--- src/rtl/tage_pkg.sv ---
// tage_pkg: shared TAGE types, saturating counter helper and table index (TAGE_BASE_HASH_EN selects XOR-hashed index)
package tage_pkg;
  typedef enum logic {INIT, READY} tage_init_state_t;
  function automatic logic [7:0] sat_ctr_update(input logic [7:0] ctr, input logic taken, input int width);
    logic [7:0] max_v;
    max_v = 8'((9'd1 << width) - 9'd1);
    return taken ? ((ctr >= max_v) ? max_v : ctr + 8'd1) : ((ctr == 8'd0) ? 8'd0 : ctr - 8'd1);
  endfunction
  function automatic logic [31:0] tage_index(input logic [31:0] pc, input logic [31:0] ghr, input int index_bits, input int hist_bits, input int pc_shift);
    logic [31:0] pc_bits, ghr_up, idx_mask, pc_mask;
    idx_mask = (32'd1 << index_bits) - 32'd1;
    pc_mask = (32'd1 << (index_bits - hist_bits)) - 32'd1;
    pc_bits = pc >> pc_shift;
    ghr_up = (ghr & ((32'd1 << hist_bits) - 32'd1)) << (index_bits - hist_bits);
`ifdef TAGE_BASE_HASH_EN
    return (pc_bits ^ ghr_up) & idx_mask;
`else
    return ((pc_bits & pc_mask) | ghr_up) & idx_mask;
`endif
  endfunction
endpackage

--- src/rtl/dual_port_ram.sv ---
// dual_port_ram: one write port, one synchronous read port
module dual_port_ram #(
  parameter int num_entries = 1024,
  parameter int addr_width = 10,
  parameter int data_width = 2
) (
  input  logic                  clk,
  input  logic                  we,
  input  logic [addr_width-1:0] waddr,
  input  logic [data_width-1:0] wdata,
  input  logic                  re,
  input  logic [addr_width-1:0] raddr,
  output logic [data_width-1:0] rdata
);
  logic [data_width-1:0] mem [num_entries];
  always_ff @(posedge clk) begin
    if (we) mem[waddr] <= wdata;
    if (re) rdata <= mem[raddr];
  end
endmodule

--- src/rtl/tage_base_table.sv ---
// tage_base_table: TAGE T0 counter table with init sweep, bypass and optional TAGE_BASE_HASH_EN index hashing
module tage_base_table
  import tage_pkg::*;
#(
  parameter int INDEX_BITS = 10,
  parameter int HIST_BITS = 2,
  parameter int CTR_BITS = 2,
  parameter int PC_SHIFT = 0
) (
  input  logic                                    clk,
  input  logic                                    rst,
  input  logic                                    lookup_valid,
  input  logic [31:0]                             lookup_pc,
  input  logic [(HIST_BITS > 0 ? HIST_BITS : 1)-1:0] lookup_ghr,
  output logic                                    pred_valid,
  output logic [CTR_BITS-1:0]                     pred_ctr,
  output logic                                    pred_taken,
  input  logic                                    update_valid,
  input  logic [31:0]                             update_pc,
  input  logic [(HIST_BITS > 0 ? HIST_BITS : 1)-1:0] update_ghr,
  input  logic                                    update_taken,
  input  logic [CTR_BITS-1:0]                     update_ctr,
  output logic                                    ready
);
  localparam int NUM_ENTRIES = 1 << INDEX_BITS;
  localparam logic [CTR_BITS-1:0] WEAK_NT = CTR_BITS'((1 << (CTR_BITS - 1)) - 1);
  tage_init_state_t state, state_nx;
  logic [INDEX_BITS-1:0] sweep, lk_idx, up_idx, waddr;
  logic [CTR_BITS-1:0] up_val, wdata, rdata, byp_val, held;
  logic we, pv, byp;
  assign lk_idx = INDEX_BITS'(tage_index(lookup_pc, 32'(lookup_ghr), INDEX_BITS, HIST_BITS, PC_SHIFT));
  assign up_idx = INDEX_BITS'(tage_index(update_pc, 32'(update_ghr), INDEX_BITS, HIST_BITS, PC_SHIFT));
  assign up_val = CTR_BITS'(sat_ctr_update(8'(update_ctr), update_taken, CTR_BITS));
  assign ready = state == READY;
  always_comb begin
    state_nx = (state == INIT && sweep == '1) ? READY : state;
    we = ready ? update_valid : 1'b1;
    waddr = ready ? up_idx : sweep;
    wdata = ready ? up_val : WEAK_NT;
  end
  always_ff @(posedge clk) begin
    if (rst) begin
      state <= INIT;
      sweep <= '0;
      pv <= 1'b0;
      byp <= 1'b0;
      byp_val <= '0;
      held <= '0;
    end else begin
      state <= state_nx;
      sweep <= ready ? sweep : sweep + 1'b1;
      pv <= lookup_valid && ready;
      byp <= ready && update_valid && lookup_valid && lk_idx == up_idx;
      byp_val <= up_val;
      if (pv) held <= pred_ctr;
    end
  end
  dual_port_ram #(
    .num_entries(NUM_ENTRIES),
    .addr_width(INDEX_BITS),
    .data_width(CTR_BITS)
  ) u_ram (
    .clk(clk),
    .we(we),
    .waddr(waddr),
    .wdata(wdata),
    .re(lookup_valid && ready),
    .raddr(lk_idx),
    .rdata(rdata)
  );
  assign pred_valid = pv;
  assign pred_ctr = pv ? (byp ? byp_val : rdata) : held;
  assign pred_taken = pred_ctr[CTR_BITS-1];
endmodule

--- config.mk ---
export PLATFORM = sky130hd
export DESIGN_NAME = tage_base_table
export DESIGN_NICKNAME = d
export VERILOG_FILES = /design/src/rtl/tage_pkg.sv /design/src/rtl/dual_port_ram.sv /design/src/rtl/tage_base_table.sv
export SDC_FILE = /design/constraint.sdc
export NUM_CORES = 2
export LEC_CHECK = 0
export BUFFER_PORTS_ARGS = -buffer_cell sky130_fd_sc_hd__buf_2
export CORE_MARGIN = 5
export CORE_UTILIZATION = 25
export DETAILED_ROUTE_END_ITERATION = 10
export SYNTH_ARGS = -nofsm -noshare
export SYNTH_HDL_FRONTEND = slang
export SYNTH_SLANG_ARGS = --single-unit
--- constraint.sdc ---
create_clock -name clk -period 20.7 [get_ports clk]
set_input_delay 5.175 -clock clk [delete_from_list [all_inputs] [get_ports clk]]
set_output_delay 5.175 -clock clk [all_outputs]
set_load 0.02 [all_outputs]
==> impl_metrics.toml <==
[synth]
yosys_warnings = 0
synth_area_per_cell_sq_um = 17.18
synth_seq_cells = 2067
synth_top_cells_by_count = "edfxtp_1 (2,050), nor2_1 (1,081), mux4_2 (427)"
ys.flop_type = "edfxtp_1"
yosysMostFrequentCell = "edfxtp_1"
synthTopCellsByArea = "edfxtp_1 (73%), mux4_2 (11%), nor2_1 (4.8%), mux2i_1 (2.4%), clkbuf_1 (1.2%)"
async_flop_share_pct = 0
yosysTopAreaCell = "edfxtp_1"
ys_types = 67
postSynthCellCount = 4930
synth_edf_count = 2050
postSynthNetCount = 5006
synthesis.area_sq_um = 84710
synth_top_cell_area_share_pct = 72.67
synth_seq_area_share_pct = 73.07

[worst_setup_path]
r2r-start = "ready$_SDFFE_PP0P_"
crit_family = "buffers and inverters"
timing.reg2reg.setup_slack_ps = 15500
cp-end-kind = "register"
crit_path_cell_trace = "buf_8, buf_4, buf_4, buf_12, mux4_1, a22o_1, a221oi_1, o21ai_0, nor4_1, nor3_1, a21oi_1, nand4_1"
crit_fanout = 126
crit_arrival_ps = 10340
crit_type = "in -> reg"
cp.required_ps = 21160
rr_endpoint = "u_ram.mem[704][1]$_DFFE_PP_"
critical-path-max-stage-delay_ps = 770
start_kind = "primary input"
crit_path_frequent_cell = "buf_4"
cp_slowest_cell = "buf_4"
rr_worst_depth = 4
crit_start = "lookup_pc[1]"
critPathBufInv = 4

[sta]
finalCritPeriodShare_pct = 47.73
drv_slew = 0
finalHoldViolCount = 0
setup_viol = 0
worst_slack_ps = 10820
rsz0062_at_grt = "no"
worstMarginPinSlew_ps = 1285
slew_headroom_pct = 14.30
finalSetupTns_ps = 0
max_freq_mhz = 101.2
hold_ws_ps = 524.7
clock_skew_ps = 42.05
final.min_clock_period_ps = 9881

[cts]
cts_buffers = 210
cts_max_path_buffers = 3
cts_tree = "yes"
clkSlewWorstSetupHoldPaths_ps = 70
post_cts_buffers = 0
clock_sinks = 2067
hold_buffers = 0
htreeDepth = 4
insertion_delay_ps = 840
cts_root_buffer = "clkbuf_16"
cts_resized = 0

[die]
dieArea_sq_um = 350600
die_x_um = 592.1
dieHeight_um = 592.1
ios = 80
start_util_pct = 25.13
rows = 213
core_sq_um = 337100

[routing]
first_iter_violations = 5517
vias_per_cell = 4.834
first_pass_iters = 6
routed_wl_um = 231900
vias = 46277
ant_nets = 0
wl_per_cell_um = 24.23
drc = 0

[pwr]
p_per_area_nw_per_um2 = 89.63
ir_drop_v = 0.00008629
p_sw_share_pct = 20.81
internal_power_w = 0.006838
power_frac_comb_pct = 4.0
leakage_nw = 29.92
p_clk_share_pct = 43.5
pwr-share-seq_pct = 52.5
switching_power_w = 0.001797
total_power_w = 0.008635

[place]
dp_slack_ps = 9982
hpwl_um = 123100
gp_congestion = 0.7704
portBuffers = 31

[worst_hold_path]
whs_path_depth = 2
hold_path_class = "reg -> reg"
hold_start = "sweep[2]$_SDFFE_PP0N_"
min_to = "sweep[2]$_SDFFE_PP0N_"

[global_routing]
grt.total_usage_pct = 12.81
grt_overflow = 0
grt_pass1_wl_um = 330100
grt_pass1_vias = 46904
grt_max_degree = 250
antenna_found_initial = 14

[finish]
drive_above_1_share_pct = 18.44
syn_to_final_growth_pct = 13.73
final_nets = 4959
fillers = 33148
fin_util_pct = 28.58

[job]
maxCapViolCount = 0

[run_status]
outcome = "finished, final reports clean"
## state kept, by name, indices dropped and copies added, names as in the netlist
| name | count |
|---|---|
| sweep | 10 |
| ready | 1 |
| u_ram.mem | 2048 |
| held | 2 |
| pred_valid | 1 |
| byp | 1 |
| u_ram.rdata | 2 |
| byp_val | 2 |
## power by group through the flow
stage	combinational [W]	clock (W)	sequential [W]
2_1_floorplan	0.000226	0	0.00462
3_3_place_gp	0.000343	0	0.00462
5_1_grt	0.000359	0.00400	0.00453
6_report	0.000343	0.00376	0.00453
3_5_place_dp	0.000344	0	0.00462
4_1_cts	0.000345	0.00382	0.00453
## worst reg2reg max path: cells and delay by family (launching register included)
| family | cells | cell delay (ps) |
|---|---|---|
| buf+inv | 3 | 2950 |
| flops | 1 | 890 |
| simple gates | 1 | 920 |
## layer usage
layer | vias up | part of all wire (%) | GRT usage [%]
met3 | 347 | 9.1 | 2.799
met5 | - | 0.0034 | 0
li1 | 19255 | - | -
met4 | 2 | 3.0 | 4.061
met1 | 24405 | 40 | 16.80
met2 | 2268 | 48 | 21.19
## kinds of logic (layout without fill, tap and decap cells)
family,after synthesis,in the layout,synth area share [%]
buffers and inverters,412,537,2.540
DFF,2067,2067,73.07
other,0,4,0
muxes,657,657,14.34
and+or+nand+nor,1370,1370,6.499
xor gates and xnor gates,17,17,0.1758
adders and majority gates,2,2,0.02658
AOI/OAI and AO/OA,405,405,3.351
## how the worst max path moves through the flow
stage,to,slack (ps),cells after the start
after floorplan,u_ram.mem[0][0]$_DFFE_PP_,770,4
after global placement,u_ram.rdata[0]$_DFFE_PP_,9960,11
after detailed placement,u_ram.rdata[0]$_DFFE_PP_,9980,11
after CTS,u_ram.rdata[0]$_DFFE_PP_,10850,11
after global routing,u_ram.rdata[0]$_DFFE_PP_,10710,10
final,u_ram.rdata[1]$_DFFE_PP_,10820,12
## stage by stage
step | instances | cell area (sq um)
after detailed placement | 9186 | 89510
after floorplan | 4930 | 84710
after global routing | 9571 | 96330
after global placement | 9186 | 89510
final | 9574 | 96340
after CTS | 9570 | 96330
## placed cells by master, fill, tap and decap left out, types with 11 or more instances in the layout
master	n
clkinv_1	44
mux4_1	13
nand2_2	20
nand3_1	19
nor2b_1	16
inv_1	11
mux2i_1	206
clkinv_2	43
clkbuf_1	38
o221ai_1	85
mux2_2	11
a22oi_1	74
buf_2	27
buf_4	103
nand4_1	16
edfxtp_1	2050
dfxtp_1	16
nor3_1	58
o21ai_0	41
o22ai_1	46
nor4_1	11
nand2_1	90
nor2_1	1078
mux4_2	427
clkbuf_16	215
bufinv_16	22
nand2b_1	11
a21oi_1	86
xnor2_1	13
## layout make-up
| class | instances | area [sq um] | area share, % |
|---|---|---|---|
| multi-input cells | 2451 | 20820 | 21.61 |
| diodes | 4 | 10.01 | 0.01039 |
| inverters | 14 | 55.05 | 0.05714 |
| flip-flops and latches | 2067 | 61900 | 64.25 |
| well taps | 4515 | 5649 | 5.864 |
| clock inverters | 127 | 1249 | 1.296 |
| repair buffers | 139 | 1079 | 1.119 |
| clock buffers | 257 | 5578 | 5.790 |
No activity file was read; power rests on OpenSTA's default activity.
